$ cat config.mk
export PLATFORM = sky130hd
export DESIGN_NAME = keypad_matrix_scanner
export DESIGN_NICKNAME = d
export VERILOG_FILES = /design/src/rtl/keypad_matrix_scanner.sv
export SDC_FILE = /design/constraint.sdc
export NUM_CORES = 1
export LEC_CHECK = 0
export ABC_AREA = 0
export ABC_CLOCK_PERIOD_IN_PS = 2500
export BUFFER_PORTS_ARGS = -buffer_cell sky130_fd_sc_hd__buf_2
export CAP_MARGIN = 30
export CORE_ASPECT_RATIO = 0.8
export CORE_MARGIN = 2
export CORE_UTILIZATION = 40
export DETAILED_ROUTE_END_ITERATION = 8
export GPL_TIMING_DRIVEN = 1
export MAX_ROUTING_LAYER = met4
export PLACE_DENSITY = 0.59
export SLEW_MARGIN = 20
export SYNTH_ARGS = -nofsm -noshare
export SYNTH_HDL_FRONTEND = slang
export SYNTH_SLANG_ARGS = --single-unit
$ cat constraint.sdc
create_clock -name clk -period 2.5 [get_ports clk]
set_input_delay 0.125 -clock clk [delete_from_list [all_inputs] [get_ports clk]]
set_output_delay 0.125 -clock clk [all_outputs]
set_load 0.05 [all_outputs]
$ cat src/rtl/keypad_matrix_scanner.sv
// Matrix keypad scanner: column drive, row debounce, ghost rejection, nibble entry register.
// Optional auto-repeat while a key is held: define KEYPAD_REPEAT_EN.
module keypad_matrix_scanner #(
    parameter int ROWS            = 4,
    parameter int COLS            = 4,
    parameter int DEBOUNCE_CYCLES = 1000000,
    parameter int SCAN_DIV        = 16,
    parameter int DIGITS          = 4,
    parameter int HEX_MAP         = 1,
`ifdef KEYPAD_REPEAT_EN
    parameter int REPEAT_DELAY    = 50000000,
    parameter int REPEAT_RATE     = 10000000,
`endif
    localparam int KW             = $clog2(ROWS*COLS)
) (
    input  logic                  clk,
    input  logic                  rst,
    input  logic [ROWS-1:0]       row_in,
    input  logic                  clr,
    output logic [COLS-1:0]       col_out,
    output logic                  key_valid,
    output logic [KW-1:0]         key_code,
    output logic                  key_held,
    output logic [4*DIGITS-1:0]   val
);

    localparam int RW = $clog2(ROWS);
    localparam int CW = $clog2(COLS);
    localparam int DW = $clog2(SCAN_DIV);
    localparam int NW = $clog2(DEBOUNCE_CYCLES + 1);

    localparam logic [1:0] S_SCAN  = 2'd0;
    localparam logic [1:0] S_DEB   = 2'd1;
    localparam logic [1:0] S_PRESS = 2'd2;
    localparam logic [1:0] S_REL   = 2'd3;

    // nibble for key code k lives at bits [4k+3:4k]
    localparam logic [63:0] HEX_LUT = 64'h123A_456B_789C_E0FD;

    logic [ROWS-1:0] row_s1, row_s2, pat, low;
    logic [CW-1:0]   col, col_p1, col_p2, col_next;
    logic [DW-1:0]   div;
    logic [NW-1:0]   cnt;
    logic [1:0]      state;
    logic [RW-1:0]   row_r, row_idx;
    logic [KW-1:0]   code_w;
    logic [3:0]      code_lo, nib;
    logic            ones, one_low, tag_ok, deb_done, accept, rep_fire, evt;

    always_comb begin
        col_out = '1;
        col_out[col] = 1'b0;
    end

    assign low      = ~row_s2;
    assign ones     = &row_s2;
    assign one_low  = (low != '0) && ((low & (low - 1'b1)) == '0);
    // col_p2 is the column that was driven when the row_s2 sample was taken
    assign tag_ok   = (col_p2 == col);
    assign col_next = (col == CW'(COLS-1)) ? '0 : col + 1'b1;
    assign deb_done = (cnt == NW'(DEBOUNCE_CYCLES-1));
    assign accept   = (state == S_DEB) && tag_ok && (row_s2 == pat) && deb_done;

    always_comb begin
        row_idx = '0;
        for (int i = 0; i < ROWS; i++)
            if (low[i]) row_idx = RW'(i);
    end

    assign code_w  = KW'(row_r) * KW'(COLS) + KW'(col);
    assign code_lo = 4'(code_w);
    assign nib     = (HEX_MAP != 0) ? HEX_LUT[{code_lo, 2'b00} +: 4] : code_lo;

`ifdef KEYPAD_REPEAT_EN
    localparam int RMAX = (REPEAT_DELAY > REPEAT_RATE) ? REPEAT_DELAY : REPEAT_RATE;
    localparam int RPW  = $clog2(RMAX + 1);

    logic [RPW-1:0] rep_cnt, rep_lim;
    logic           rep_first;

    assign rep_lim  = rep_first ? RPW'(REPEAT_DELAY-1) : RPW'(REPEAT_RATE-1);
    assign rep_fire = (state == S_PRESS) && (rep_cnt == rep_lim);

    always_ff @(posedge clk or posedge rst) begin
        if (rst) begin
            rep_cnt   <= '0;
            rep_first <= 1'b1;
        end else if (state == S_PRESS) begin
            if (rep_fire) begin
                rep_cnt   <= '0;
                rep_first <= 1'b0;
            end else begin
                rep_cnt   <= rep_cnt + 1'b1;
            end
        end else begin
            rep_cnt   <= '0;
            rep_first <= 1'b1;
        end
    end
`else
    assign rep_fire = 1'b0;
`endif

    assign evt = accept | rep_fire;

    always_ff @(posedge clk or posedge rst) begin
        if (rst) begin
            row_s1    <= '1;
            row_s2    <= '1;
            col       <= '0;
            col_p1    <= '0;
            col_p2    <= '0;
            div       <= '0;
            cnt       <= '0;
            state     <= S_SCAN;
            pat       <= '1;
            row_r     <= '0;
            key_valid <= 1'b0;
            key_code  <= '0;
            key_held  <= 1'b0;
            val       <= '0;
        end else begin
            row_s1    <= row_in;
            row_s2    <= row_s1;
            col_p1    <= col;
            col_p2    <= col_p1;
            key_valid <= evt;

            if (accept) begin
                key_code <= code_w;
                key_held <= 1'b1;
            end

            if (evt)
                val <= {(clr ? '0 : val[4*DIGITS-5:0]), nib};
            else if (clr)
                val <= '0;

            case (state)
                S_SCAN: begin
                    if (div == DW'(SCAN_DIV-1)) begin
                        div <= '0;
                        if (one_low) begin
                            // return to the column the sample belongs to
                            state <= S_DEB;
                            cnt   <= '0;
                            pat   <= row_s2;
                            row_r <= row_idx;
                            col   <= col_p2;
                        end else begin
                            col <= col_next;
                        end
                    end else begin
                        div <= div + 1'b1;
                    end
                end
                S_DEB: begin
                    if (tag_ok) begin
                        if (row_s2 == pat) begin
                            if (deb_done) state <= S_PRESS;
                            else          cnt   <= cnt + 1'b1;
                        end else begin
                            state <= S_SCAN;
                            col   <= col_next;
                            div   <= '0;
                        end
                    end
                end
                S_PRESS: begin
                    if (tag_ok && ones) begin
                        state <= S_REL;
                        cnt   <= '0;
                    end
                end
                default: begin
                    if (tag_ok) begin
                        if (ones) begin
                            if (deb_done) begin
                                key_held <= 1'b0;
                                state    <= S_SCAN;
                                col      <= col_next;
                                div      <= '0;
                            end else begin
                                cnt <= cnt + 1'b1;
                            end
                        end else if (row_s2 == pat) begin
                            state <= S_PRESS;
                        end else begin
                            cnt <= '0;
                        end
                    end
                end
            endcase
        end
    end

endmodule

## Yosys cells after proc, flatten, opt, wreduce, memory -nomap -nowiden

Index checks and enable logic that the tools add are counted.

| word-level totals | value |
|---|---|
| logic and storage cells | 114 |
| bits of input ports | 7 |
| bits in registers | 68 |

| operators by class | value |
|---|---|
| bitwise logic cells | 4 |
| order comparisons | 2 |
| equality and inequality tests | 16 |
| multiplexer cells | 50 |
| reduce and logical (&&, ||, !) cells | 22 |
| $add $sub $neg | 5 |
| shift-type cells | 1 |

Operator list:

| operator | count |
|---|---|
| 20-bit two-way mux | 9 |
| 64-bit by 7-bit variable part select with 4-bit output (first input constant) | 1 |
| 20-bit one-hot mux with 3 select lines | 1 |
| 2-bit two-way mux | 20 |
| 16-bit two-way mux | 2 |
| 4-bit two-way mux | 6 |
| 20-bit by 1-bit adder with 20-bit output (second input constant) | 1 |
| 20-bit == test (second input constant) | 1 |
| 7-bit AND reduction | 2 |
| 12-bit two-way mux | 1 |
| 2-bit one-hot mux with 3 select lines | 2 |
| 4-bit one-hot mux with 3 select lines | 1 |
| 2-bit inequality test (second input constant) | 5 |
| 3-bit nonzero test | 3 |
| 4-bit NOT | 2 |
| 8-bit AND reduction | 1 |
| 1-bit two-way mux | 7 |
| 1-bit logical AND | 6 |
| 6-bit AND reduction | 1 |
| 5-bit by 1-bit inequality test with 1-bit output (second input constant) | 1 |
| 5-bit by 3-bit inequality test with 1-bit output (second input constant) | 1 |
| 5-bit nonzero test | 1 |
| 4-bit by 1-bit adder with 4-bit output (second input constant) | 1 |
| 4-bit by 2-bit adder with 4-bit output | 1 |
| other kinds (21) | 23 |

## Logic depth before layout (Yosys ltp)

| logic depth | value |
|---|---|
| depth in word-level cells | 9 |
| depth in mapped cells | 8 |
| gate-level depth less buffers | 7 |

## Worst setup path before layout

Ideal clock, no wire load.

| timing path | value |
|---|---|
| path type | register to register |
| from | register row_s2[2] |
| to | register cnt[10] |
| setup slack | 0.566 ns |
| cell stages (with the launch flop) | 8 |
| arrival time | 1.796 ns |
| library setup time | 0.138 ns |
| buffers on the path | 2 |
| cells stage by stage | dfstp_2 buf_4 nand4_2 a2111oi_4 a21oi_2 buf_4 o41ai_1 o41ai_1 |

| on the way | value |
|---|---|
| longest elaborated chain between the ends | 7 |

Ends and longest elaborated chain:

| element | RTL line | RTL |
|---|---|---|
| from (decl) | 40 | `logic [ROWS-1:0] row_s1, row_s2, pat, low;` |
| from (signal assigned) | 124 | `row_s2 <= row_s1;` |
| 4-bit NOT | 55 | `assign low = ~row_s2;` |
| 4-bit by 1-bit subtractor with 4-bit output | 57 | `assign one_low = (low != '0) && ((low & (low - 1'b1)) == '0);` |
| 4-bit AND | 57 |  |
| 4-bit zero test | 57 |  |
| 1-bit logical AND | 57 |  |
| 2-bit inequality test (no source line) | n/a |  |
| 7-bit AND reduction (no source line) | n/a |  |
| to (signal assigned) | 161 | `else cnt <= cnt + 1'b1;` |
| to (signal assigned) | 184 | `cnt <= cnt + 1'b1;` |
| to (decl) | 43 | `logic [NW-1:0] cnt;` |

Several ways; a longest one is shown, not always the timed one. The select of a mux whose other input is x is not followed.
A chain may end at the register's enable or synchronous reset.

## Worst setup path in the final report

| timing path | value |
|---|---|
| from | register state[0] |
| to | register cnt[11] |

| on the way | value |
|---|---|
| longest elaborated chain between the ends | 3 |

Ends and longest elaborated chain:

| element | RTL line | RTL |
|---|---|---|
| from (decl) | 44 | `logic [1:0] state;` |
| from (signal assigned) | 115 | `state <= S_SCAN;` |
| from (signal assigned) | 145 | `state <= S_DEB;` |
| from (signal assigned) | 160 | `if (deb_done) state <= S_PRESS;` |
| 2-bit by 1-bit == test with 1-bit output, or another cell as far along | 139 | `case (state)` |
| 5-bit by 3-bit inequality test with 1-bit output (no source line), or another cell as far along | n/a |  |
| 7-bit AND reduction (no source line) | n/a |  |

Several ways; a longest one is shown, not always the timed one.

==> flow_metrics.env <==
export IMPL_drt_pass1_iterations=4
export IMPL_drv_slew=0
export IMPL_wl_per_cell_um=16.7
export IMPL_cts_setup_buffers=0
export IMPL_coreArea_mm2=0.00957
export IMPL_rows=32
export IMPL_num_vias=3123
export IMPL_port_buffers=32
export IMPL_grt_max_degree=38
export IMPL_start_util_pct=40.9
export IMPL_power_density_mw_per_mm2=969
export IMPL_dp_hpwl_um=6320
export IMPL_synth_flop_cell="dfrtp_1"
export IMPL_path_common_cell="inv_1"
export IMPL_die_area_mm2=0.0106
export IMPL_finalSetupViolCount=0
export IMPL_grt_pass1_vias=3021
export IMPL_worstPathArrival_ns=2.41
export IMPL_synth_top_area_share_pct=35.8
export IMPL_antenna_found_initial=0
export IMPL_cts_buffer_depth=2
export IMPL_pin_count=33
export IMPL_cts_reportedPaths_clkPinSlew_ns=0.05
export IMPL_hold_violations=0
export IMPL_post_route_period_util_pct=88.4
export IMPL_antenna_cells=0
export IMPL_antenna_left=0
export IMPL_finalWeightedCongestion=0.878
export IMPL_ir_worst_vdd_mv=0.648
export IMPL_path_buf_inv=3
export IMPL_p_leak_nw=1.99
export IMPL_required_ns=2.70
export IMPL_die_x_um=115
export IMPL_ys_top_cells_by_area="dfrtp_1 36%, dfstp_2 8.1%, ha_1 3.8%"
export IMPL_fin_cells=538
export IMPL_synth_async_reset_ratio_pct=100
export IMPL_fin_tns_setup_ns=0
export IMPL_cts_tree="built"
export IMPL_synth_area_mm2=0.00391
export IMPL_drc=0
export IMPL_grt_pass1_wl_um=15400
export IMPL_drtIter0Drc=214
export IMPL_die_h_um=92.4
export IMPL_ys_ff_latch=68
export IMPL_met1Wirelength_um=4370
export IMPL_syn_mean_instance_area_um2=10.3
export IMPL_area_growth_pct=16.1
export IMPL_yosysTopAreaCell="dfrtp_1"
export IMPL_cts_buffers_inserted=9
export IMPL_detailroute_wirelength_met3_um=530
export IMPL_cts_root_buf="clkbuf_16"
export IMPL_path_class="flip-flop to flip-flop"
export IMPL_dr_wl_met2_um=3980
export IMPL_clock_skew_ns=0.00613
export IMPL_max_slew_margin_pct=55.6
export IMPL_fmax_mhz=452
export IMPL_synth_cell_types=70
export IMPL_grt_use_total_pct=18.9
export IMPL_yosysWarnings=0
export IMPL_clock_latency_ns=0.33
export IMPL_synth_edf_count=0
export IMPL_critPathTopFamily="compound AO/OA/AOI/OAI gates"
export IMPL_hp_class="input port to flip-flop"
export IMPL_highest_layer="met4"
export IMPL_crit_chain="inv_1 > ha_1 > inv_1 > o22ai_1 > a21oi_2 > nor3_2 > buf_4 > a31oi_1"
export IMPL_cap_violations=0
export IMPL_start_kind="flip-flop"
export IMPL_crit_path_end_kind="flip-flop"
export IMPL_rsz0062_at_grt="false"
export IMPL_worst_pin_slew_ns=0.666
export IMPL_cpMaxStageDelayCell="dfrtp_1"
export IMPL_drive_gt1_share_pct=25.5
export IMPL_wl_um=8980
export IMPL_viasPerCell=5.80
export IMPL_cts_sinks=68
export IMPL_syn_num_nets=399
export IMPL_cp_max_fo=13
export IMPL_htree_num_levels=3
export IMPL_dpl_cell_count=517
export IMPL_status="finished clean"
export IMPL_ys_seq_area_share_pct=43.9
export IMPL_cts_resized=0
export IMPL_grt_overflow_total=0
export IMPL_syn_inst=380
export IMPL_cts_hold_buffers=5
export IMPL_cpPeakStageDelay_ns=0.40
export IMPL_fin_crit_ns=2.21
export IMPL_nNetsFinal=433
## stage by stage
| stage | hold slack [ns] | cell area (um2) | util [%] | worst slack (ns) | total power, mW |
|---|---|---|---|---|---|
| final | 0.160 | 4540 | 47.4 | 0.289 | 4.40 |
| after detailed placement | 0.231 | 4180 | 43.7 | 0.285 | 3.11 |
| after global routing | 0.187 | 4540 | 47.4 | 0.0457 | 4.68 |
| after global placement | 0.230 | 4180 | 43.7 | 0.411 | 3.09 |
| after floorplan | 0.129 | 3910 | - | 0.566 | 2.70 |
| after CTS | 0.156 | 4540 | 47.4 | 0.281 | 4.42 |
## layer usage
layer  global-route usage, %  vias to the layer above
li1                        -                     1509
met1                    26.8                     1521
met2                    26.4                       81
met3                    4.52                       12
met4                    6.50                        0
met5                       -                        -
## registers in the layout, summed over array words and instances (netlist names)
name	flops
row_s2	4
state	2
col_p1	2
cnt	20
key_valid	1
pat	4
col	2
key_held	1
div	4
col_p2	2
row_r	2
key_code	4
row_s1	4
val	16
## path summary, 6_finish.rpt
path | start | endpoint | slack, ns | cells past startpoint
setup / recovery | state[0] | cnt[11] | 0.29 | 8
hold / removal | clr | val[6] | 0.16 | 2
setup reg to reg | state[0] | cnt[11] | 0.29 | 8
hold reg to reg | col_p1[1] | col_p2[1] | 0.35 | 0
max in group asynchronous | rst | cnt[3] | 1.43 | 4
min in group asynchronous | rst | key_code[1] | 0.44 | 3
## layout make-up
cell class | instances | area (um2)
fill | 897 | 5030
multi-input combinational | 270 | 2000
sequential | 68 | 1720
timing repair buffer | 48 | 305
clock buffer | 12 | 256
tap | 119 | 149
inverter | 17 | 63.8
clock inverter | 4 | 47.5
## power by group
group          internal, mW  total (mW)  switching, mW
sequential             1.23        1.38          0.146
combinational         0.598        1.75           1.16
clock                 0.822        1.27          0.445
## cell usage in the layout, fill, tap and decap left out, types with 10 or more instances in the layout
cell type / count
buf_4: 10
dfstp_2: 12
o21ai_0: 19
nand2_1: 19
nand3_1: 24
buf_2: 32
a21oi_1: 24
dfrtp_1: 56
mux2i_1: 13
inv_1: 16
a31oi_1: 15
ha_1: 12
## synthesized netlist by cell type, types with 4 or more instances
master and n:
mux2_2 9, nand2b_1 4, o41ai_1 7, ha_1 12, xnor2_1 8, dfstp_2 12
nor2b_1 4, nand2_1 19, dfrtp_1 56, nand4_1 9, and4_1 6, a21oi_1 24
o21ai_0 19, clkbuf_1 12, inv_1 17, o21ai_1 9, a41oi_1 7, nor2_1 9
o31ai_1 8, nand3_1 24, a31oi_1 15, mux2i_1 13, and3_1 4, buf_2 8
## cells by family after synthesis
kind of cell,share of synthesized area (%)
buf+inv,4.96
xor+xnor,2.24
fa+ha+maj,3.84
simple gates,17.8
compound gates,21.0
mux,6.30
flops,43.9
(Power assumes the default switching activity.)
